`src/rtl/pwm_capture.sv`:
```
// pwm_capture: register-mapped PWM input decoder.
// Synchronises pwm_i and measures its period and high time in prescaled ticks.
// Optional build macro: PWM_CAP_IRQ_EN adds the irq_o port and the CTRL.ie bit.
// Ports:
//   clk_i    - clock, all logic on the rising edge
//   rst_ni   - asynchronous active-low reset
//   write    - one-cycle register write strobe
//   addr_i   - byte register address
//   wdata_i  - write data
//   rdata_o  - read data, combinational from addr_i
//   irq_o    - level interrupt (PWM_CAP_IRQ_EN builds only)
//   pwm_i    - asynchronous PWM input
// Register map: 0x00 CTRL, 0x04 DIVISOR, 0x08 PERIOD, 0x0C HIGH, 0x10 STATUS.
module pwm_capture #(
    parameter int unsigned CNT_W = 16
) (
    input  logic        clk_i,
    input  logic        rst_ni,
    input  logic        write,
    input  logic [7:0]  addr_i,
    input  logic [31:0] wdata_i,
    output logic [31:0] rdata_o,
`ifdef PWM_CAP_IRQ_EN
    output logic        irq_o,
`endif
    input  logic        pwm_i
);

    localparam int unsigned DIV_W = 16;
    localparam int unsigned SUM_W = CNT_W + 1;

    localparam logic [7:0] ADDR_CTRL   = 8'h00;
    localparam logic [7:0] ADDR_DIV    = 8'h04;
    localparam logic [7:0] ADDR_PERIOD = 8'h08;
    localparam logic [7:0] ADDR_HIGH   = 8'h0C;
    localparam logic [7:0] ADDR_STATUS = 8'h10;

    localparam logic [1:0] S_IDLE      = 2'd0;
    localparam logic [1:0] S_WAIT_RISE = 2'd1;
    localparam logic [1:0] S_HIGH      = 2'd2;
    localparam logic [1:0] S_LOW       = 2'd3;

    logic             sync1_q, sync2_q, hist_q;
    logic             rise_c, fall_c;
    logic [DIV_W-1:0] div_reg_q, div_q, div_eff_c, psc_q;
    logic             tick_c;
    logic             en_q, cont_q, ie_rd_c;
    logic [1:0]       state_q, state_d;
    logic [CNT_W-1:0] cnt_q, cnt_d, hsh_q, hsh_d;
    logic [CNT_W-1:0] period_q, high_q;
    logic             valid_q, ovf_q;
    logic             cap_c, ovf_set_c, en_clr_c, busy_c;
    logic [SUM_W-1:0] sum_c;
    logic             wr_ctrl_c, wr_div_c, wr_stat_c;
    logic             unused_wdata;

    assign unused_wdata = ^wdata_i[31:16];

    assign wr_ctrl_c = write && (addr_i == ADDR_CTRL);
    assign wr_div_c  = write && (addr_i == ADDR_DIV);
    assign wr_stat_c = write && (addr_i == ADDR_STATUS);

    // Two-flop synchroniser plus history flop for edge detection
    always_ff @(posedge clk_i or negedge rst_ni) begin
        if (!rst_ni) begin
            sync1_q <= 1'b0;
            sync2_q <= 1'b0;
            hist_q  <= 1'b0;
        end else begin
            sync1_q <= pwm_i;
            sync2_q <= sync1_q;
            hist_q  <= sync2_q;
        end
    end

    assign rise_c = sync2_q && !hist_q;
    assign fall_c = !sync2_q && hist_q;

    // Prescaler, phase-aligned to each rising edge; divisor 0 behaves as 1
    assign div_eff_c = (div_q == 16'd0) ? 16'd1 : div_q;
    assign tick_c    = (psc_q == (div_eff_c - 16'd1));

    always_ff @(posedge clk_i or negedge rst_ni) begin
        if (!rst_ni) begin
            psc_q <= '0;
            div_q <= '0;
        end else begin
            if (rise_c) begin
                psc_q <= '0;
                div_q <= div_reg_q;
            end else if (tick_c) begin
                psc_q <= '0;
            end else begin
                psc_q <= psc_q + 16'd1;
            end
        end
    end

    assign sum_c = {1'b0, cnt_q} + SUM_W'(tick_c);

    // State register
    always_ff @(posedge clk_i or negedge rst_ni) begin
        if (!rst_ni) state_q <= S_IDLE;
        else         state_q <= state_d;
    end

    // Next-state and measurement datapath control
    always_comb begin
        state_d   = state_q;
        cnt_d     = cnt_q;
        hsh_d     = hsh_q;
        cap_c     = 1'b0;
        ovf_set_c = 1'b0;
        en_clr_c  = 1'b0;
        case (state_q)
            S_IDLE: begin
                if (en_q) state_d = S_WAIT_RISE;
            end
            S_WAIT_RISE: begin
                if (!en_q) begin
                    state_d = S_IDLE;
                end else if (rise_c) begin
                    state_d = S_HIGH;
                    cnt_d   = '0;
                end
            end
            S_HIGH: begin
                if (!en_q) begin
                    state_d = S_IDLE;
                end else if (sum_c[CNT_W]) begin
                    ovf_set_c = 1'b1;
                    state_d   = S_WAIT_RISE;
                end else begin
                    cnt_d = sum_c[CNT_W-1:0];
                    if (fall_c) begin
                        hsh_d   = sum_c[CNT_W-1:0];
                        state_d = S_LOW;
                    end
                end
            end
            S_LOW: begin
                if (!en_q) begin
                    state_d = S_IDLE;
                end else if (sum_c[CNT_W]) begin
                    ovf_set_c = 1'b1;
                    state_d   = S_WAIT_RISE;
                end else begin
                    cnt_d = sum_c[CNT_W-1:0];
                    if (rise_c) begin
                        cap_c = 1'b1;
                        if (cont_q) begin
                            state_d = S_HIGH;
                            cnt_d   = '0;
                        end else begin
                            state_d  = S_IDLE;
                            en_clr_c = 1'b1;
                        end
                    end
                end
            end
            default: state_d = S_IDLE;
        endcase
    end

    assign busy_c = (state_q == S_HIGH) || (state_q == S_LOW);

    // Counters and results; PERIOD/HIGH load together on capture
    always_ff @(posedge clk_i or negedge rst_ni) begin
        if (!rst_ni) begin
            cnt_q    <= '0;
            hsh_q    <= '0;
            period_q <= '0;
            high_q   <= '0;
        end else begin
            cnt_q <= cnt_d;
            hsh_q <= hsh_d;
            if (cap_c) begin
                period_q <= sum_c[CNT_W-1:0];
                high_q   <= hsh_q;
            end
        end
    end

    // Software registers; a software CTRL write overrides the one-shot clear
    always_ff @(posedge clk_i or negedge rst_ni) begin
        if (!rst_ni) begin
            en_q      <= 1'b0;
            cont_q    <= 1'b0;
            div_reg_q <= '0;
            valid_q   <= 1'b0;
            ovf_q     <= 1'b0;
        end else begin
            if (wr_ctrl_c) begin
                en_q   <= wdata_i[0];
                cont_q <= wdata_i[1];
            end else if (en_clr_c) begin
                en_q <= 1'b0;
            end
            if (wr_div_c) div_reg_q <= wdata_i[DIV_W-1:0];
            // Hardware set wins over a same-cycle W1C
            valid_q <= cap_c     || (valid_q && !(wr_stat_c && wdata_i[0]));
            ovf_q   <= ovf_set_c || (ovf_q   && !(wr_stat_c && wdata_i[1]));
        end
    end

`ifdef PWM_CAP_IRQ_EN
    logic ie_q;

    always_ff @(posedge clk_i or negedge rst_ni) begin
        if (!rst_ni) begin
            ie_q  <= 1'b0;
            irq_o <= 1'b0;
        end else begin
            if (wr_ctrl_c) ie_q <= wdata_i[3];
            irq_o <= ie_q && (valid_q || ovf_q);
        end
    end

    assign ie_rd_c = ie_q;
`else
    assign ie_rd_c = 1'b0;
`endif

    // Read mux
    always_comb begin
        rdata_o = 32'd0;
        case (addr_i)
            ADDR_CTRL:   rdata_o = {28'd0, ie_rd_c, 1'b0, cont_q, en_q};
            ADDR_DIV:    rdata_o = {16'd0, div_reg_q};
            ADDR_PERIOD: rdata_o = 32'(period_q);
            ADDR_HIGH:   rdata_o = 32'(high_q);
            ADDR_STATUS: rdata_o = {29'd0, busy_c, ovf_q, valid_q};
            default:     rdata_o = 32'd0;
        endcase
    end

endmodule
```
`config.mk`:
```
export PLATFORM = sky130hd
export DESIGN_NAME = pwm_capture
export DESIGN_NICKNAME = d
export VERILOG_FILES = /design/src/rtl/pwm_capture.sv
export SDC_FILE = /design/constraint.sdc
export NUM_CORES = 1
export LEC_CHECK = 0
export CAP_MARGIN = 20
export CORE_UTILIZATION = 45
export DETAILED_ROUTE_END_ITERATION = 8
export PLACE_DENSITY = 0.69
export SYNTH_ARGS = -nofsm -noshare
export SYNTH_HDL_FRONTEND = slang
export SYNTH_SLANG_ARGS = --single-unit
export TNS_END_PERCENT = 5
```
`constraint.sdc`:
```
create_clock -name clk_i -period 9.6 [get_ports clk_i]
set_input_delay 1.92 -clock clk_i [delete_from_list [all_inputs] [get_ports clk_i]]
set_output_delay 1.92 -clock clk_i [all_outputs]
set_load 0.02 [all_outputs]
```
==> results.tsv <==
metric	value	unit
Slew @ Worst Pin	1040	ps
via count	4402	
endpoints failing setup	0	
Critical Path Sink Type	primary output	
Synth area leaders	dfrtp_1 49%, mux2_2 9.6%, xnor2_1 3.8%, xor2_1 3.7%, nand2_1 3.6%	
Overflow after GRT	0	
I/O pin cnt	76	
die footprint	14200	um^2
share of layout cells above drive strength 1	17.2	%
DRT antenna net count	0	
diode count	0	
Peak Freq	143	MHz
worst path required time	7680	ps
Clock Sink Count	121	
sw power	0.000433	W
Worst Path Max Fanout	20	
Final min period	7000	ps
die width	119	um
area share of the largest cell type after synthesis	48.9	%
largest net degree at the start of global routing	83	
clock share of power	39.7	%
CP startpoint kind	input pin	
Clk pin slew, worst setup/hold paths	50	ps
Buffers on Ports	43	
Pint	0.00117	W
P_leak	3.23	nW
sw frac	26.9	%
Max VDD drop	0.137	mV
Netlist cell types	53	
outcome	completed	
first-pass GRT wire length	21700	um
number of synthesized flops with an enable pin	0	
Main synth FF type	dfrtp_1	
Slew HR	30.2	%
post-synthesis cell count	578	
NumNets Final	664	
unrepaired setup endpoints after global routing	no	
# Post-CTS Setup Buffers	0	
Clock Skews	11.1	ps
vias in the first global route	4421	
Slew Viols, Final	0	
CTS root buf	clkbuf_16	
P&R area growth vs syn	17.7	%
maxcap violations	0	
FF+latch count, synth	121	
TritonCTS clock tree	yes	
Crit Path Category	in2out	
PwrDens	220	nW/um^2
antenna violations before repair	0	
sequential share of power	41.5	%
DP HPWL	9140	um
syn_area_per_cell	10.7	um^2
Vias/cell	5.48	
core area	13300	um^2
DIE HEIGHT	119	um
Hold WC Path Type	reg2reg	
Fin. Hold Viols	0	
Clock Latency Late Sink	420	ps
Setup TNS Final	0	ps
sequential area share after synthesis	48.9	%
post-CTS resize count	0	
cts hold-fix bufs	0	
share of total power in combinational logic	18.8	%
GRT Overall Usage	19.7	%
RD Place Congestion	0.889	
WP data arrival	5080	ps
cell taking the most area after synthesis	dfrtp_1	
Starting DRT DRC Count	297	
TritonCTS buffer count	17	
DRC errors left	0	
Max Buffers Root-to-Sink	2	
Final Cycle Share	72.9	%
post-synthesis cell area	6190	um^2
Initial Util	46.4	%
H-tree depth	4	
Site Rows	42	
Routed wire per std cell	16.4	um
Synth Warn #	0	
Async SR Flop Fraction	100	%
drt pass-1 iters	6	
Final Power	0.00161	W
WL final	13200	um
## power by group through the flow
stage / clock, W / sequential (W) / combinational (W)
detailed placement: 0 / 0.000673 / 0.000297
finish: 0.000638 / 0.000666 / 0.000302
global placement: 0 / 0.000664 / 0.000286
CTS: 0.000649 / 0.000665 / 0.000301
floorplan: 0 / 0.000645 / 0.000246
global route: 0.000673 / 0.000678 / 0.000334
## synth_stat cells, types with 6 or more instances
cell	n
buf_4	19
xnor2_1	27
buf_2	6
dfrtp_1	121
a21oi_1	21
nand3_1	14
inv_1	6
o21ai_0	37
nor3_1	25
clkbuf_1	15
nor2_1	42
xor2_1	26
nand2_1	59
mux2_4	10
nand4_1	6
a22oi_1	15
a31oi_1	7
mux2_2	53
## critical path, stage by stage
cell and delay, ps:
clkdlybuf4s50_1 1160, nor2b_1 890, a22oi_1 230, o21ai_0 230
clkdlybuf4s50_1 650
## layout by cell type (no fill, tap or decap), types with 4 or more instances in the layout
master	count
a21oi_1	21
a22oi_1	15
a31oi_1	7
and3_1	5
and4_1	5
buf_4	4
clkbuf_1	4
clkbuf_16	17
clkdlybuf4s50_1	42
conb_1	16
dfrtp_1	121
ha_1	4
inv_1	6
mux2_2	53
mux2_4	10
nand2_1	59
nand3_1	14
nand4_1	6
nor2_1	42
nor3_1	25
o21ai_0	37
o31ai_1	5
xnor2_1	27
xor2_1	26
## flip-flops by register name, summed over array words and instances, names as in the netlist, 2 cells and up
signal / count
cnt_q: 16
div_q: 16
div_reg_q: 16
high_q: 16
hsh_q: 16
period_q: 16
psc_q: 16
state_q: 2
## worst paths after layout
path / from / to / slack [ps] / depth (start not counted)
max: addr_i[2] / rdata_o[2] / 2600 / 5
max in group asynchronous: rst_ni / high_q[8] / 7160 / 3
min reg2reg: sync1_q / sync2_q / 340 / 0
min: sync1_q / sync2_q / 340 / 0
max reg2reg: div_q[10] / high_q[9] / 3690 / 16
min in group asynchronous: rst_ni / psc_q[6] / 1470 / 1
## per-stage QoR
step / hold WS [ps] / std cells / utilization [%] / area (um^2) / worst slack, ps
floorplan: 331 / 593 / - / 6250 / 4260
global placement: 335 / 772 / 49.9 / 6660 / 2590
detailed placement: 336 / 772 / 49.9 / 6660 / 2570
CTS: 348 / 803 / 54.4 / 7260 / 2590
global route: 349 / 804 / 54.6 / 7290 / 2410
finish: 345 / 804 / 54.6 / 7290 / 2600
## cell type report
class	instances	area, um^2
repair buffers	47	478
inverters	6	22.5
clock inverters	7	116
well taps	176	220
clock buffers	24	482
flip-flops and latches	121	3030
fillers	1123	6060
multi-input cells	423	2940
## per-layer routing
layer / part of all wire, % / routed length, um / vias to the layer above / GRT usage (%)
met5: 0 / 0 / - / 0
met4: 1.3 / 169 / 0 / 7.52
met3: 3.4 / 449 / 16 / 5.03
met2: 52 / 6830 / 93 / 33.4
met1: 43 / 5700 / 2195 / 24.1
li1: - / - / 2098 / -
## cell families after synthesis
group / after synthesis / synth area share (%)
flops: 121 / 48.9
xor+xnor: 53 / 7.50
other cells: 1 / 0.0606
buf+inv: 49 / 4.61
simple gates: 186 / 15.5
compound gates: 96 / 9.32
mux: 68 / 13.3
fa+ha+maj: 4 / 0.809
No activity file was read; power rests on OpenSTA's default activity.
